--- config.mk ---
export PLATFORM = sky130hd
export DESIGN_NAME = wishbone_1mst_to_nslv_reg_flat
export DESIGN_NICKNAME = d
export VERILOG_FILES = /design/src/rtl/wishbone_1mst_to_nslv_reg_if.sv /design/src/rtl/wishbone_1mst_to_nslv_reg.sv /design/src/flat_wrapper.sv
export SDC_FILE = /design/constraint.sdc
export NUM_CORES = 1
export LEC_CHECK = 0
export BUFFER_PORTS_ARGS = -buffer_cell sky130_fd_sc_hd__buf_2
export CAP_MARGIN = 25
export CORE_AREA = 4 4 187 189
export CTS_CLUSTER_DIAMETER = 150
export DETAILED_ROUTE_END_ITERATION = 7
export DIE_AREA = 0 0 191 193
export PLACE_DENSITY_LB_ADDON = 0.05
export SETUP_SLACK_MARGIN = 0.1
export SLEW_MARGIN = 5
export SYNTH_ARGS = -nofsm -noshare
export SYNTH_HDL_FRONTEND = slang
export SYNTH_SLANG_ARGS = --single-unit
--- constraint.sdc ---
create_clock -name wb_clk_i -period 5.9 [get_ports wb_clk_i]
set_input_delay 0 -clock wb_clk_i [delete_from_list [all_inputs] [get_ports wb_clk_i]]
set_output_delay 0 -clock wb_clk_i [all_outputs]
set_load 0.05 [all_outputs]
--- src/rtl/wishbone_1mst_to_nslv_reg_if.sv ---
// Wishbone bus bundle for the 1-master / N-slave registered splitter.
// The splitter uses the slave modport. The environment, meaning the upstream
// master plus the peripheral slaves, uses the master modport.
interface wishbone_1mst_to_nslv_reg_if #(
  parameter int NB_SLV = 8
);
  // upstream master side
  logic                   wbs_m_cyc_i;
  logic                   wbs_m_stb_i;
  logic                   wbs_m_we_i;
  logic [3:0]             wbs_m_sel_i;
  logic [31:0]            wbs_m_adr_i;
  logic [31:0]            wbs_m_dat_i;
  logic [31:0]            wbs_m_dat_o;
  logic                   wbs_m_ack_o;
  logic                   wbs_m_err_o;
  // downstream slave side
  logic [NB_SLV-1:0]      wbs_s_cyc_o;
  logic [NB_SLV-1:0]      wbs_s_stb_o;
  logic                   wbs_s_we_o;
  logic [3:0]             wbs_s_sel_o;
  logic [31:0]            wbs_s_adr_o;
  logic [31:0]            wbs_s_dat_o;
  logic [NB_SLV*32-1:0]   wbs_s_dat_i;
  logic [NB_SLV-1:0]      wbs_s_ack_i;

  modport slave (
    input  wbs_m_cyc_i, wbs_m_stb_i, wbs_m_we_i, wbs_m_sel_i, wbs_m_adr_i, wbs_m_dat_i,
    output wbs_m_dat_o, wbs_m_ack_o, wbs_m_err_o,
    output wbs_s_cyc_o, wbs_s_stb_o, wbs_s_we_o, wbs_s_sel_o, wbs_s_adr_o, wbs_s_dat_o,
    input  wbs_s_dat_i, wbs_s_ack_i
  );

  modport master (
    output wbs_m_cyc_i, wbs_m_stb_i, wbs_m_we_i, wbs_m_sel_i, wbs_m_adr_i, wbs_m_dat_i,
    input  wbs_m_dat_o, wbs_m_ack_o, wbs_m_err_o,
    input  wbs_s_cyc_o, wbs_s_stb_o, wbs_s_we_o, wbs_s_sel_o, wbs_s_adr_o, wbs_s_dat_o,
    output wbs_s_dat_i, wbs_s_ack_i
  );
endinterface

--- src/rtl/wishbone_1mst_to_nslv_reg.sv ---
// Registered Wishbone 1-master to N-slave splitter.
// Address windows come from parameters. Unmapped addresses get a bus error,
// and a per-access watchdog aborts accesses to a peripheral that never acks.
module wishbone_1mst_to_nslv_reg #(
  parameter int NB_SLV = 8,
  localparam logic [511:0] BASE_DEF = {
    32'h300F0000, 32'h300E0000, 32'h300D0000, 32'h300C0000,
    32'h300B0000, 32'h300A0000, 32'h30090000, 32'h30080000,
    32'h30070000, 32'h30060000, 32'h30050000, 32'h30040000,
    32'h30030000, 32'h30020000, 32'h30010000, 32'h30000000},
  parameter logic [NB_SLV*32-1:0] BASE_ADDR    = BASE_DEF[NB_SLV*32-1:0],
  parameter logic [NB_SLV*32-1:0] ADDR_MASK    = {NB_SLV{32'hFFFF0000}},
  parameter int                   TO_WIDTH     = 8,
  parameter int                   TIMEOUT      = 255,
  parameter bit                   UNMAPPED_ERR = 1'b1,
  parameter logic [31:0]          DEFAULT_DATA = 32'hDEADBEEF
) (
  input  logic                               wb_clk_i,
  input  logic                               wb_rst_i,
  wishbone_1mst_to_nslv_reg_if.slave         bus,
  output logic                               timeout_o,
  output logic [31:0]                        err_adr_o
);

  localparam int IDX_W = (NB_SLV > 1) ? $clog2(NB_SLV) : 1;
  localparam logic [TO_WIDTH-1:0] TO_LAST = TO_WIDTH'(TIMEOUT - 1);

  typedef enum logic [1:0] {IDLE, ACCESS, RESP} state_t;

  state_t              state;
  logic [TO_WIDTH-1:0] cnt;
  logic [IDX_W-1:0]    sel_idx;
  logic                resp_err;
  logic [31:0]         resp_dat;
  // Set while leaving RESP. The master still presents the finished
  // request's strobe during that cycle, so IDLE must not sample it.
  logic                skip;

  logic                hit;
  logic [IDX_W-1:0]    hit_idx;
  logic [NB_SLV-1:0]   hit_vec;

  // Address decode; scanning from the top leaves the lowest matching index.
  always_comb begin
    hit     = 1'b0;
    hit_idx = '0;
    for (int i = NB_SLV - 1; i >= 0; i--) begin
      if ((bus.wbs_m_adr_i & ADDR_MASK[32*i +: 32]) ==
          (BASE_ADDR[32*i +: 32] & ADDR_MASK[32*i +: 32])) begin
        hit     = 1'b1;
        hit_idx = IDX_W'(i);
      end
    end
    hit_vec = NB_SLV'(1) << hit_idx;
  end

  // Request/response FSM; every bus output is a register.
  always_ff @(posedge wb_clk_i or posedge wb_rst_i) begin
    if (wb_rst_i) begin
      state           <= IDLE;
      cnt             <= '0;
      sel_idx         <= '0;
      resp_err        <= 1'b0;
      resp_dat        <= '0;
      skip            <= 1'b0;
      bus.wbs_m_dat_o <= '0;
      bus.wbs_m_ack_o <= 1'b0;
      bus.wbs_m_err_o <= 1'b0;
      bus.wbs_s_cyc_o <= '0;
      bus.wbs_s_stb_o <= '0;
      bus.wbs_s_we_o  <= 1'b0;
      bus.wbs_s_sel_o <= '0;
      bus.wbs_s_adr_o <= '0;
      bus.wbs_s_dat_o <= '0;
      timeout_o       <= 1'b0;
      err_adr_o       <= '0;
    end else begin
      bus.wbs_m_ack_o <= 1'b0;
      bus.wbs_m_err_o <= 1'b0;
      timeout_o       <= 1'b0;
      case (state)
        IDLE: begin
          if (skip) begin
            skip <= 1'b0;
          end else if (bus.wbs_m_cyc_i && bus.wbs_m_stb_i) begin
            bus.wbs_s_adr_o <= bus.wbs_m_adr_i;
            bus.wbs_s_dat_o <= bus.wbs_m_dat_i;
            bus.wbs_s_sel_o <= bus.wbs_m_sel_i;
            bus.wbs_s_we_o  <= bus.wbs_m_we_i;
            if (hit) begin
              bus.wbs_s_cyc_o <= hit_vec;
              bus.wbs_s_stb_o <= hit_vec;
              sel_idx         <= hit_idx;
              cnt             <= '0;
              state           <= ACCESS;
            end else begin
              resp_err  <= UNMAPPED_ERR;
              resp_dat  <= DEFAULT_DATA;
              err_adr_o <= bus.wbs_m_adr_i;
              state     <= RESP;
            end
          end
        end
        ACCESS: begin
          if (!bus.wbs_m_cyc_i) begin
            // Master gave up: release the slave silently.
            bus.wbs_s_cyc_o <= '0;
            bus.wbs_s_stb_o <= '0;
            state           <= IDLE;
          end else if (bus.wbs_s_ack_i[sel_idx]) begin
            // A late ack still beats the watchdog in the same cycle.
            resp_dat        <= bus.wbs_s_dat_i[32*sel_idx +: 32];
            resp_err        <= 1'b0;
            bus.wbs_s_cyc_o <= '0;
            bus.wbs_s_stb_o <= '0;
            state           <= RESP;
          end else if (TIMEOUT != 0 && cnt == TO_LAST) begin
            resp_dat        <= DEFAULT_DATA;
            resp_err        <= 1'b1;
            err_adr_o       <= bus.wbs_s_adr_o;
            timeout_o       <= 1'b1;
            bus.wbs_s_cyc_o <= '0;
            bus.wbs_s_stb_o <= '0;
            state           <= RESP;
          end else begin
            cnt <= cnt + 1'b1;
          end
        end
        RESP: begin
          bus.wbs_m_dat_o <= resp_dat;
          bus.wbs_m_ack_o <= ~resp_err;
          bus.wbs_m_err_o <= resp_err;
          skip            <= 1'b1;
          state           <= IDLE;
        end
        default: state <= IDLE;
      endcase
    end
  end

endmodule
--- src/flat_wrapper.sv ---
// flat-port wrapper written by rule: the top's interface ports become plain ports
module wishbone_1mst_to_nslv_reg_flat 
#(
  parameter int NB_SLV = 8,
  localparam logic [511:0] BASE_DEF = {
    32'h300F0000, 32'h300E0000, 32'h300D0000, 32'h300C0000,
    32'h300B0000, 32'h300A0000, 32'h30090000, 32'h30080000,
    32'h30070000, 32'h30060000, 32'h30050000, 32'h30040000,
    32'h30030000, 32'h30020000, 32'h30010000, 32'h30000000},
  parameter logic [NB_SLV*32-1:0] BASE_ADDR    = BASE_DEF[NB_SLV*32-1:0],
  parameter logic [NB_SLV*32-1:0] ADDR_MASK    = {NB_SLV{32'hFFFF0000}},
  parameter int                   TO_WIDTH     = 8,
  parameter int                   TIMEOUT      = 255,
  parameter bit                   UNMAPPED_ERR = 1'b1,
  parameter logic [31:0]          DEFAULT_DATA = 32'hDEADBEEF
)
  (wb_clk_i, wb_rst_i, timeout_o, err_adr_o, bus_wbs_m_cyc_i, bus_wbs_m_stb_i, bus_wbs_m_we_i, bus_wbs_m_sel_i, bus_wbs_m_adr_i, bus_wbs_m_dat_i, bus_wbs_m_dat_o, bus_wbs_m_ack_o, bus_wbs_m_err_o, bus_wbs_s_cyc_o, bus_wbs_s_stb_o, bus_wbs_s_we_o, bus_wbs_s_sel_o, bus_wbs_s_adr_o, bus_wbs_s_dat_o, bus_wbs_s_dat_i, bus_wbs_s_ack_i);
  wishbone_1mst_to_nslv_reg_if #(.NB_SLV(NB_SLV)) bus_i ();
  input  logic wb_clk_i;
  input  logic wb_rst_i;
  output logic timeout_o;
  output logic [31:0] err_adr_o;
  input wire logic [$bits(bus_i.wbs_m_cyc_i)-1:0] bus_wbs_m_cyc_i;
  input wire logic [$bits(bus_i.wbs_m_stb_i)-1:0] bus_wbs_m_stb_i;
  input wire logic [$bits(bus_i.wbs_m_we_i)-1:0] bus_wbs_m_we_i;
  input wire logic [$bits(bus_i.wbs_m_sel_i)-1:0] bus_wbs_m_sel_i;
  input wire logic [$bits(bus_i.wbs_m_adr_i)-1:0] bus_wbs_m_adr_i;
  input wire logic [$bits(bus_i.wbs_m_dat_i)-1:0] bus_wbs_m_dat_i;
  output wire logic [$bits(bus_i.wbs_m_dat_o)-1:0] bus_wbs_m_dat_o;
  output wire logic [$bits(bus_i.wbs_m_ack_o)-1:0] bus_wbs_m_ack_o;
  output wire logic [$bits(bus_i.wbs_m_err_o)-1:0] bus_wbs_m_err_o;
  output wire logic [$bits(bus_i.wbs_s_cyc_o)-1:0] bus_wbs_s_cyc_o;
  output wire logic [$bits(bus_i.wbs_s_stb_o)-1:0] bus_wbs_s_stb_o;
  output wire logic [$bits(bus_i.wbs_s_we_o)-1:0] bus_wbs_s_we_o;
  output wire logic [$bits(bus_i.wbs_s_sel_o)-1:0] bus_wbs_s_sel_o;
  output wire logic [$bits(bus_i.wbs_s_adr_o)-1:0] bus_wbs_s_adr_o;
  output wire logic [$bits(bus_i.wbs_s_dat_o)-1:0] bus_wbs_s_dat_o;
  input wire logic [$bits(bus_i.wbs_s_dat_i)-1:0] bus_wbs_s_dat_i;
  input wire logic [$bits(bus_i.wbs_s_ack_i)-1:0] bus_wbs_s_ack_i;
  assign bus_i.wbs_m_cyc_i = bus_wbs_m_cyc_i;
  assign bus_i.wbs_m_stb_i = bus_wbs_m_stb_i;
  assign bus_i.wbs_m_we_i = bus_wbs_m_we_i;
  assign bus_i.wbs_m_sel_i = bus_wbs_m_sel_i;
  assign bus_i.wbs_m_adr_i = bus_wbs_m_adr_i;
  assign bus_i.wbs_m_dat_i = bus_wbs_m_dat_i;
  assign bus_wbs_m_dat_o = bus_i.wbs_m_dat_o;
  assign bus_wbs_m_ack_o = bus_i.wbs_m_ack_o;
  assign bus_wbs_m_err_o = bus_i.wbs_m_err_o;
  assign bus_wbs_s_cyc_o = bus_i.wbs_s_cyc_o;
  assign bus_wbs_s_stb_o = bus_i.wbs_s_stb_o;
  assign bus_wbs_s_we_o = bus_i.wbs_s_we_o;
  assign bus_wbs_s_sel_o = bus_i.wbs_s_sel_o;
  assign bus_wbs_s_adr_o = bus_i.wbs_s_adr_o;
  assign bus_wbs_s_dat_o = bus_i.wbs_s_dat_o;
  assign bus_i.wbs_s_dat_i = bus_wbs_s_dat_i;
  assign bus_i.wbs_s_ack_i = bus_wbs_s_ack_i;
  wishbone_1mst_to_nslv_reg #(.NB_SLV(NB_SLV), .BASE_ADDR(BASE_ADDR), .ADDR_MASK(ADDR_MASK), .TO_WIDTH(TO_WIDTH), .TIMEOUT(TIMEOUT), .UNMAPPED_ERR(UNMAPPED_ERR), .DEFAULT_DATA(DEFAULT_DATA)) u_core (.wb_clk_i(wb_clk_i), .wb_rst_i(wb_rst_i), .bus(bus_i), .timeout_o(timeout_o), .err_adr_o(err_adr_o));
endmodule
==> metrics.md, run 1 <==
| Metric | Value |
|---|---|
| # DRC | 0 |
| Hold_buf cts | 70 |
| Synth area leaders | dfrtp_1 51%, mux4_2 15%, mux2_2 12% |
| Critical-path top delay cell | or4_1 |
| Port buffer count | 488 |
| Layout cells sized above 1 | 65.2% |
| First-pass GRT wire length | 48500 µm |
| Crit path DAT | 2.96 ns |
| Cell variety after synth | 46 |
| Number of synthesized flops with an enable pin | 0 |
| Slew headroom | 34.9% |
| Clock sink count | 191 |
| CP startpoint kind | register |
| Levels on crit path | 5 |
| Setup clock skew after layout | 0.0128 ns |
| TritonRoute pass-1 iters | 4 |
| Fin cells | 1635 |
| Setup TNS | 0 ns |
| Power per cell area | 276 mW/mm² |
| CTS Buf Count | 17 |
| Max Cap Viol | 0 |
| Die H | 193 µm |
| Critical-path cell list | buf_4 -> mux4_2 -> nand3_1 -> or4_1 -> a21oi_1 |
| Crit path max fanout | 34 |
| Root Buffer | clkbuf_16 |
| Launching point of the worst reg2reg path | u_core.sel_idx[2]$_DFFE_PP0P_ |
| H-tree depth | 4 |
| Total number of vias | 7605 |
| RSZ-0062 raised after global routing | false |
| Final hold viol count | 0 |
| Worst Hold Class | input port to register |
| Tmin final | 2.61 ns |
| Syn Nets | 979 |
| Hold EP | u_core.resp_dat[0]$_DFFE_PP0P_ |
| Largest net degree at the start of global routing | 120 |
| Die X | 191 µm |
| Antenna-violating nets left | 0 |
| Setup bufs post-CTS | 0 |
| Clk buf depth | 2 |
| Area after DPL | 0.0123 mm² |
| Routed Wire Length | 33200 µm |
| Core ar. | 0.0333 mm² |
| Number of synthesized register bits | 191 |
| Reg clk slew, reported paths | 0.08 ns |
| Cell count after synthesis | 640 |
| Initial Util | 28.4% |
| Max Fclk | 384 MHz |
| Crit Path Class | register to register |
| Ys flop type | dfrtp_1 |
| IO Pins | 489 |
| DP HPWL | 25100 µm |
| Routed vias/inst | 4.65 |
| GP Congestion | 0.807 |
| Status | completed |
| HP Start | bus_wbs_s_dat_i[0] |
| Vias in the first global route | 8148 |
| Nets | 1511 |
| Clk_lat worst skew | 0.43 ns |
| FFs w/ async S/R, synth | 100% |
| Worst VDD drop | 158 µV |
| PostCTS Resize Cnt | 0 |
| CTS tree | built |
| Total placed cells including tap cells | 1529 |
| Crit. End Element | register |
| Final period util | 44.2% |
| Yosys warnings | 0 |
| Design Area, Final | 0.0136 mm² |
| Wirelength per Cell | 20.3 µm |
| DIE AREA | 0.0369 mm² |
| Gr ovfl total | 0 |
| DRT iter0 DRCs | 249 |
| Seq/Total Area, Yosys | 50.6% |
| Final setup fails | 0 |
| Area share of the largest cell type after synthesis | 50.6% |
| Post-Syn Area | 0.00945 mm² |
| R2r endpoint | u_core.cnt[6]$_DFFE_PP0P_ |
| Layout area overhead | 44.0% |
| Cell taking the most area after synthesis | dfrtp_1 |
| Reg2Reg Setup Slack | 3.29 ns |
| CP peak stage delay | 0.58 ns |
| GRT Total Usage | 17.1% |
| R2R depth | 5 |
| Std-Cell Rows | 67 |
| Cell family with the largest share of critical-path delay | simple AND/OR/NAND/NOR gates |
| Syn avg cell area | 14.8 µm² |
| Leak | 5.93 nW |
| Worst hold stages | 4 |
| Max Slew Vio Count | 0 |
| Design Power | 0.00376 W |
| Slew @ Worst Pin | 0.976 ns |
| Worst Path Required | 6.25 ns |
| CP Buf/Inv Count | 1 |
| Initial antenna violation count | 4 |
| Hold_ws | 0.0944 ns |
-- registers in the layout (all words and copies together), names as in the netlist --
name,cells
u_core.timeout_o,1
u_core.sel_idx,3
u_core.bus.wbs_s_we_o,1
u_core.bus.wbs_m_dat_o,32
u_core.state,2
u_core.bus.wbs_m_err_o,1
u_core.bus.wbs_s_dat_o,32
u_core.bus.wbs_m_ack_o,1
u_core.bus.wbs_s_sel_o,4
u_core.cnt,8
u_core.bus.wbs_s_cyc_o,8
u_core.bus.wbs_s_adr_o,32
u_core.resp_err,1
u_core.resp_dat,32
u_core.skip,1
u_core.err_adr_o,32
-- metrics by stage --
step	setup slack (ns)	utilization, %
3_5_place_dp	3.13	36.9
5_1_grt	3.04	40.9
4_1_cts	3.12	40.7
2_1_floorplan	0.701	-
3_3_place_gp	2.89	36.8
6_report	3.29	40.9
-- tightest hold or removal path: cells and delay by family --
family,cells,cell delay (ns)
buffers and inverters,1,0.07
AOI/OAI and AO/OA,1,0.14
muxes,2,0.28
-- cell families (layout without fill, tap and decap cells) --
kind of cell / Yosys count / after routing / synth area share (%)
compound gates: 92 / 92 / 9.03
xor+xnor: 1 / 1 / 0.0927
fa+ha+maj: 2 / 2 / 0.265
buf+inv: 70 / 615 / 3.68
flops: 191 / 191 / 50.6
mux: 202 / 202 / 31.3
other cells: 0 / 2 / 0
simple gates: 82 / 82 / 5.02
-- power by group --
group	internal, W	switching (W)
clock	0.000555	0.000560
combinational	0.000381	0.000732
sequential	0.00145	0.0000812
total	0.00238	0.00137
-- synth_stat cells (6+ instances only) --
| cell type | count |
|---|---|
| clkbuf_1 | 20 |
| nor2_1 | 8 |
| buf_4 | 11 |
| o221a_2 | 31 |
| mux4_2 | 65 |
| or2_2 | 32 |
| inv_1 | 13 |
| mux2_2 | 101 |
| a2bb2oi_1 | 24 |
| buf_2 | 17 |
| nand2_1 | 11 |
| mux2i_1 | 36 |
| o22ai_1 | 8 |
| buf_1 | 6 |
| dfrtp_1 | 191 |
-- layer usage --
| metal | wire [µm] | vias up | GRT usage [%] |
|---|---|---|---|
| met5 | 38 | - | 0 |
| met4 | 329 | 6 | 3.51 |
| met3 | 2530 | 18 | 5.53 |
| met2 | 16900 | 271 | 29.8 |
| met1 | 13500 | 3782 | 21.1 |
| li1 | - | 3528 | - |
-- worst max path at each step --
stage	startpoint	to	slack, ns
after floorplan	wb_rst_i	u_core.bus.wbs_m_ack_o$_DFF_PP0_	0.70
after global placement	u_core.state[0]$_DFFE_PP0P_	u_core.err_adr_o[12]$_DFFE_PP0P_	2.89
after detailed placement	u_core.state[0]$_DFFE_PP0P_	u_core.err_adr_o[8]$_DFFE_PP0P_	3.13
after CTS	u_core.state[0]$_DFFE_PP0P_	u_core.err_adr_o[26]$_DFFE_PP0P_	3.12
after global routing	u_core.sel_idx[0]$_DFFE_PP0P_	u_core.resp_dat[29]$_DFFE_PP0P_	3.04
final	u_core.sel_idx[2]$_DFFE_PP0P_	u_core.cnt[6]$_DFFE_PP0P_	3.29
-- final cells by class --
type                       count  area [µm²]
clock inverter                15         125
inverter                      13        56.3
antenna                        2        5.00
tap                          448         561
multi-input combinational    379        4340
sequential                   191        4790
fill                        3262       19700
timing repair buffer         570        3310
clock buffer                  17         425
-- placed cells by master (no fill, tap or decap), types with 5 or more instances in the layout --
cell,n
nand3_1,5
a22o_1,5
or2_2,32
clkbuf_16,17
buf_2,488
buf_4,7
o22ai_1,8
mux2_2,101
dlygate4sd3_1,70
nor2_1,6
nand2_1,11
inv_6,5
mux4_2,65
mux2i_1,36
a2bb2oi_1,24
dfrtp_1,188
o221a_2,31
inv_1,12
(Power assumes the default switching activity.)
==> run 2: changes to the inputs <==
--- a/config.mk
+++ b/config.mk
@@ -5,12 +5,13 @@
 export SDC_FILE = /design/constraint.sdc
 export NUM_CORES = 1
 export LEC_CHECK = 0
+export ABC_AREA = 1
 export BUFFER_PORTS_ARGS = -buffer_cell sky130_fd_sc_hd__buf_2
 export CAP_MARGIN = 25
-export CORE_AREA = 4 4 187 189
+export CORE_AREA = 4 4 189 191
 export CTS_CLUSTER_DIAMETER = 150
 export DETAILED_ROUTE_END_ITERATION = 7
-export DIE_AREA = 0 0 191 193
+export DIE_AREA = 0 0 193 195
 export PLACE_DENSITY_LB_ADDON = 0.05
 export SETUP_SLACK_MARGIN = 0.1
 export SLEW_MARGIN = 5
==> constraint.sdc (replaced) <==
create_clock -name wb_clk_i -period 2.69 [get_ports wb_clk_i]
set_input_delay 0 -clock wb_clk_i [delete_from_list [all_inputs] [get_ports wb_clk_i]]
set_output_delay 0 -clock wb_clk_i [all_outputs]
set_load 0.05 [all_outputs]
==> run 2 against run 1 <==
Register-to-register slack got worse by 2.8 ns. Maximum frequency is 16% higher. Sequential power grew 140%. Highest routed layer unchanged. Cell count is 47% higher. First-iteration DRC count rose to 2.7 times the previous value. Worst setup slack worse by 2.8 ns. Hold slack lost 0.026 ns. Sequential cell count unchanged. Die area rose by 2.1%. Sequential share of layout area decreased by 3.0 points. Non-clock buffer count is 18 higher. Synthesized area increased by 14%.
==> metrics.md, run 2 <==
| Metric | Value |
|---|---|
| Status | completed |
| Layout cells sized above 1 | 32.4% |
| # DRC | 0 |
| CP peak stage delay | 0.50 ns |
| Flip-flop and latch area | 0.00478 mm² |
| Final period util | 83.2% |
| Sequential power share | 39.0% |
| Place WS | 0.467 ns |
| Die H | 195 µm |
| Leak | 7.73 nW |
| Fillers | 3625 |
| Tmin final | 2.24 ns |
| Multi-input logic area | 0.00515 mm² |
| Final hold viol count | 0 |
| Clock sink count | 191 |
| Number of synthesized flops with an enable pin | 0 |
| Max Slew Vio Count | 0 |
| Initial antenna violation count | 13 |
| Number of synthesized register bits | 191 |
| H-tree depth | 4 |
| Reg clk slew, reported paths | 0.07 ns |
| Root Buffer | clkbuf_16 |
| Fin cells | 2410 |
| Reg2Reg Setup Slack | 0.45 ns |
| Clk_lat worst skew | 0.45 ns |
| Critical-path cell list | clkinv_2 -> nand3_1 -> nand3_2 -> nand3_2 -> nand2_1 -> inv_2 -> nand3_2 -> buf_4 -> nand2_1 -> nand2_1 |
| Crit path max fanout | 24 |
| Routed Wire Length | 45200 µm |
| Max Fclk | 447 MHz |
| Slew headroom | 53.6% |
| IO Pins | 489 |
| Total number of vias | 11500 |
| Setup TNS | 0 ns |
| Std-Cell Rows | 68 |
| CP startpoint kind | register |
| Yosys warnings | 0 |
| Antenna-violating nets left | 0 |
| Crit Path Class | register to register |
| Crit path DAT | 2.57 ns |
| Routed vias/inst | 4.77 |
| Layout area overhead | 38.3% |
| Gr ovfl total | 0 |
| CTS Buf Count | 17 |
| Worst hold stages | 7 |
| Commonest non-fill, non-tap cells in the layout | 488 x buf_2, 377 x nand2_1, 246 x nor2_1 |
| Total placed cells including tap cells | 2293 |
| Cell family with the largest share of critical-path delay | simple AND/OR/NAND/NOR gates |
| FFs w/ async S/R, synth | 100% |
| Worst VDD drop | 452 µV |
| DIE AREA | 0.0376 mm² |
| Area share of the largest cell type after synthesis | 44.5% |
| GP Congestion | 0.922 |
| R2R depth | 10 |
| Max Cap Viol | 0 |
| Port buffer count | 488 |
| Clk buf depth | 2 |
| Combinational power share | 33.4% |
| Worst Path Required | 3.02 ns |
| Critical-path top delay cell | dfrtp_1 |
| Final Util | 43.5% |
| Slew @ Worst Pin | 0.697 ns |
| Largest net degree at the start of global routing | 103 |
| Ys flop type | dfrtp_1 |
| P_sw | 0.00375 W |
| Int Power | 0.00556 W |
| Die X | 193 µm |
| Hold_ws | 0.0684 ns |
| Levels on crit path | 10 |
| Most common cell after layout, fill and taps aside | buf_2 |
| CTS tree | built |
| DRT iter0 DRCs | 683 |
| Setup clock skew after layout | 0.0126 ns |
| Crit. End Element | register |
| TritonRoute pass-1 iters | 5 |
| Cell variety after synth | 35 |
| Seq/Total Area, Yosys | 44.5% |
| Clock group share of total power | 27.6% |
| First-pass GRT wire length | 68700 µm |
| Count leader, synth | nand2_1 |
| Synth cell count leaders | 380 x nand2_1, 246 x nor2_1, 193 x o21ai_0 |
| Post-Syn Area | 0.0107 mm² |
| Syn avg cell area | 7.48 µm² |
| GRT Total Usage | 23.6% |
| Synth area leaders | dfrtp_1 45%, nand2_1 13%, o21ai_0 9.0% |
| RSZ-0062 raised after global routing | false |
| DP HPWL | 33600 µm |
| Cell count after synthesis | 1434 |
| Vias in the first global route | 11700 |
| Nets | 2267 |
| Core ar. | 0.0341 mm² |
| Worst Hold Class | input port to register |
| Worst setup margin | 0.452 ns |
| Final setup fails | 0 |
| Power per cell area | 627 mW/mm² |
| Initial Util | 31.5% |
| Cell taking the most area after synthesis | dfrtp_1 |
| Syn Nets | 1773 |
| Switching fraction of total power | 40.3% |
| CP Buf/Inv Count | 3 |
| Wirelength per Cell | 18.7 µm |
-- run 2: cell count changes in the layout (fill, tap and decap cells not counted), moves of 18 or more --
cell / delta
nand4_1: +49
nand2_2: +18
a2bb2oi_1: -24
nand2_1: +366
o21ai_0: +190
inv_1: +43
mux2i_1: -36
nor2_1: +240
o211ai_1: +56
or2_2: -32
o221a_2: -31
o21ai_1: +23
mux4_2: -65
mux2_2: -69
-- run 2: cell families after synthesis --
| kind of cell | after synthesis | synth area share (%) |
|---|---|---|
| compound gates | 296 | 15.7 |
| xor+xnor | 5 | 0.408 |
| fa+ha+maj | 2 | 0.233 |
| buf+inv | 177 | 7.60 |
| flops | 191 | 44.5 |
| mux | 32 | 3.36 |
| simple gates | 731 | 28.2 |
-- run 2: power by group through the flow --
stage	logic [W]	clock network, W	registers [W]
finish	0.00311	0.00256	0.00363
global route	0.00332	0.00277	0.00369
CTS	0.00314	0.00264	0.00363
detailed placement	0.00306	0	0.00368
global placement	0.00304	0	0.00368
floorplan	0.000663	0	0.00506
-- run 2: path summary, 6_finish.rpt --
kind,end,startpoint
max in group asynchronous,u_core.bus.wbs_s_cyc_o[5]$_DFFE_PP0P_,wb_rst_i
max,u_core.err_adr_o[10]$_DFFE_PP0P_,u_core.sel_idx[1]$_DFFE_PP0P_
min reg2reg,u_core.bus.wbs_m_ack_o$_DFF_PP0_,u_core.resp_err$_DFFE_PP0P_
min in group asynchronous,u_core.bus.wbs_s_adr_o[7]$_DFFE_PP0P_,wb_rst_i
max reg2reg,u_core.err_adr_o[10]$_DFFE_PP0P_,u_core.sel_idx[1]$_DFFE_PP0P_
min,u_core.resp_dat[18]$_DFFE_PP0P_,bus_wbs_s_dat_i[114]
-- run 2: metal layers --
metal  wire length (µm)  track usage, %
met4                855            7.08
met5                 13               0
met2              21700            38.0
met3               2840            6.10
met1              19800            31.3
-- run 2: timing repair --
action	in CTS	in global routing
buffers inserted	0	0
endpoints found under the hold margin	114	0
gates resized for setup	0	0
hold buffers	71	0
-- run 2: area by class of cell --
class	instances	area share, %
Inverter	64	1.67
Sequential cell	191	32.2
Tap cell	455	3.83
Multi-Input combinational cell	1066	34.7
Timing Repair Buffer	588	23.5
Antenna cell	14	0.236
Clock inverter	10	0.700
Clock buffer	22	3.19
-- run 2: through the flow --
stage,cell area [µm²],power [W]
after floorplan,10700,0.00573
after global placement,13500,0.00673
after detailed placement,13500,0.00674
after CTS,14800,0.00942
after global routing,14800,0.00979
final,14800,0.00930
-- run 2: worst reg2reg max path, cell delays in order, from the launching register on --
cell	delay, ns
dfrtp_1	0.50
clkinv_2	0.34
nand3_1	0.20
nand3_2	0.10
nand3_2	0.13
nand2_1	0.08
inv_2	0.07
nand3_2	0.27
buf_4	0.32
nand2_1	0.07
nand2_1	0.05
==> run 3: changes to the inputs <==
==> constraint.sdc (replaced) <==
create_clock -name wb_clk_i -period 2.28 [get_ports wb_clk_i]
set_input_delay 0 -clock wb_clk_i [delete_from_list [all_inputs] [get_ports wb_clk_i]]
set_output_delay 0 -clock wb_clk_i [all_outputs]
set_load 0.05 [all_outputs]
==> run 3 against run 2 <==
Cell count up 0.17%. Global-route usage increased by 0.13 points. Via count down 0.87%. Sequential share of layout area fell by 0.38 points. Worst setup slack got worse by 0.19 ns. Critical endpoint is now u_core.resp_dat[16]$_DFFE_PP0P_.
==> metrics.md, run 3 (synthesis gave the netlist of run 2 again) <==
| Metric | Value |
|---|---|
| Core ar. | 0.0341 mm² |
| HP Start | bus_wbs_s_dat_i[150] |
| Leak | 7.84 nW |
| Die H | 195 µm |
| Worst hold stages | 5 |
| CP Buf/Inv Count | 2 |
| Initial Util | 31.5% |
| Critical path's most frequent cell | nand2_1 |
| Clk buf depth | 2 |
| R2R depth | 8 |
| Cell family with the largest share of critical-path delay | compound AO/OA/AOI/OAI gates |
| Largest net degree at the start of global routing | 103 |
| Worst VDD drop | 537 µV |
| Launching point of the worst reg2reg path | u_core.sel_idx[0]$_DFFE_PP0P_ |
| Gr ovfl total | 0 |
| Sequential power share | 37.9% |
| Crit Path Class | register to register |
| Met3 Use GR | 4.76% |
| Reg clk slew, reported paths | 0.07 ns |
| Worst Path Required | 2.65 ns |
| Final setup fails | 0 |
| GRT Total Usage | 23.7% |
| Worst Hold Class | input port to register |
| DP HPWL | 33600 µm |
| Slew @ Worst Pin | 0.712 ns |
| IO Pins | 489 |
| Hold EP | u_core.resp_dat[22]$_DFFE_PP0P_ |
| Tmin final | 2.01 ns |
| Wirelength per Cell | 18.7 µm |
| Reg2Reg Setup Slack | 0.27 ns |
| Max Fclk | 496 MHz |
| Setup bufs post-CTS | 0 |
| Die X | 193 µm |
| Combinational power share | 32.7% |
| Antenna-violating nets left | 0 |
| Grt met2 use | 38.1% |
| Crit path max fanout | 94 |
| Slew headroom | 52.5% |
| Final Util | 44.0% |
| Commonest non-fill, non-tap cells in the layout | 488 x buf_2, 377 x nand2_1, 246 x nor2_1 |
| H-tree depth | 4 |
| Clock sink count | 191 |
| TritonRoute pass-1 iters | 5 |
| Switching fraction of total power | 39.2% |
| Final hold viol count | 0 |
| P_sw | 0.00442 W |
| Vias in the first global route | 11600 |
| Design Power | 0.0113 W |
| Initial antenna violation count | 10 |
| CTS Buf Count | 17 |
| Routed vias/inst | 4.72 |
| Most common cell after layout, fill and taps aside | buf_2 |
| Max Slew Vio Count | 0 |
| Met1 Use GR | 32.6% |
| Port buffer count | 488 |
| DIE AREA | 0.0376 mm² |
| Total number of vias | 11400 |
| GRT busiest layer | met2 |
| Setup clock skew after layout | 0.0111 ns |
| Setup TNS | 0 ns |
| Critical-path cell list | inv_4 -> buf_12 -> o21ai_0 -> o211ai_1 -> nand2_1 -> nand2_1 -> nor2_1 -> o21ai_1 |
| Critical-path top delay cell | dfrtp_4 |
| GP Congestion | 0.894 |
| # DRC | 0 |
| Layout cells sized above 1 | 32.9% |
| R2r endpoint | u_core.resp_dat[16]$_DFFE_PP0P_ |
| Int Power | 0.00687 W |
| Clock group share of total power | 29.4% |
| First-pass GRT wire length | 69300 µm |
| Nets | 2278 |
| Root Buffer | clkbuf_16 |
| Max Cap Viol | 0 |
| Final period util | 88.3% |
| Layout area overhead | 40.0% |
| Std-Cell Rows | 68 |
| DRT iter0 DRCs | 804 |
| Crit path DAT | 2.39 ns |
| Power per cell area | 752 mW/mm² |
| Status | completed |
| Routed Wire Length | 45100 µm |
| CP peak stage delay | 0.53 ns |
| Clk_lat worst skew | 0.44 ns |
| RSZ-0062 raised after global routing | false |
| Crit. End Element | register |
| CP startpoint kind | register |
| CTS tree | built |
==> run 3: cell count changes in the layout (fill, tap and decap cells not counted), moves of 2 or more <==
cell / previous run / this run
clkinvlp_4: 4 / 1
buf_4: 20 / 27
buf_12: 9 / 13
clkinv_4: 3 / 1
diode_2: 14 / 9
clkbuf_1: 2 / 0
bufinv_16: 1 / 4
==> run 3: final cells by class <==
cell class / count / area, µm²
multi-input combinational: 1066 / 5150
sequential: 191 / 4780
timing repair buffer: 599 / 3620
clock inverter: 11 / 179
antenna: 9 / 22.5
clock buffer: 19 / 453
fill: 3595 / 19100
tap: 455 / 569
inverter: 64 / 248
==> run 3: tightest hold or removal path: cells and delay by family <==
| kind | cells | cell delay [ns] |
|---|---|---|
| buffers and inverters | 1 | 0.09 |
| AO/OA/AOI/OAI | 2 | 0.17 |
| AND/OR/NAND/NOR | 2 | 0.17 |
==> run 3: metal layers <==
metal	share of wire [%]	vias to the layer above	routed length, µm
met2	48	346	21500
met1	45	5283	20200
li1	-	5718	-
met3	5.8	53	2600
met5	0.016	-	7
met4	1.8	2	818
==> run 3: how the worst max path moves through the flow <==
| stage | slack [ns] | endpoint | from | cells after the start |
|---|---|---|---|---|
| after CTS | 0.29 | u_core.resp_dat[3]$_DFFE_PP0P_ | u_core.sel_idx[1]$_DFFE_PP0P_ | 10 |
| after floorplan | -0.18 | u_core.bus.wbs_m_ack_o$_DFF_PP0_ | wb_rst_i | 1 |
| after detailed placement | 0.32 | u_core.resp_dat[16]$_DFFE_PP0P_ | u_core.sel_idx[0]$_DFFE_PP0P_ | 8 |
| after global placement | 0.30 | u_core.resp_dat[3]$_DFFE_PP0P_ | u_core.sel_idx[1]$_DFFE_PP0P_ | 10 |
| after global routing | 0.13 | u_core.resp_dat[13]$_DFFE_PP0P_ | u_core.cnt[0]$_DFFE_PP0P_ | 12 |
| final | 0.27 | u_core.resp_dat[16]$_DFFE_PP0P_ | u_core.sel_idx[0]$_DFFE_PP0P_ | 8 |
==> run 3: what timing repair did <==
action                                 4_1_cts  5_1_grt
resized for setup                            0        1
hold buffers                                71        0
endpoints found under the hold margin      110        0
setup endpoints to repair                    0        6
==> run 3: power by group through the flow <==
| stage | logic [W] | registers (W) | clock network (W) |
|---|---|---|---|
| finish | 0.00369 | 0.00428 | 0.00332 |
| detailed placement | 0.00363 | 0.00433 | 0 |
| CTS | 0.00373 | 0.00428 | 0.00343 |
| global route | 0.00393 | 0.00435 | 0.00355 |
| global placement | 0.00360 | 0.00433 | 0 |
| floorplan | 0.000782 | 0.00597 | 0 |
==> run 3: per-stage QoR <==
step	setup WS [ns]	hold WS [ns]	instances	instance area (µm²)
2_1_floorplan	-0.182	0.110	1434	10700
3_3_place_gp	0.300	0.0817	2304	13700
3_5_place_dp	0.318	0.0888	2304	13700
4_1_cts	0.295	0.0265	2405	15000
5_1_grt	0.132	0.0719	2414	15000
6_report	0.266	0.0406	2414	15000
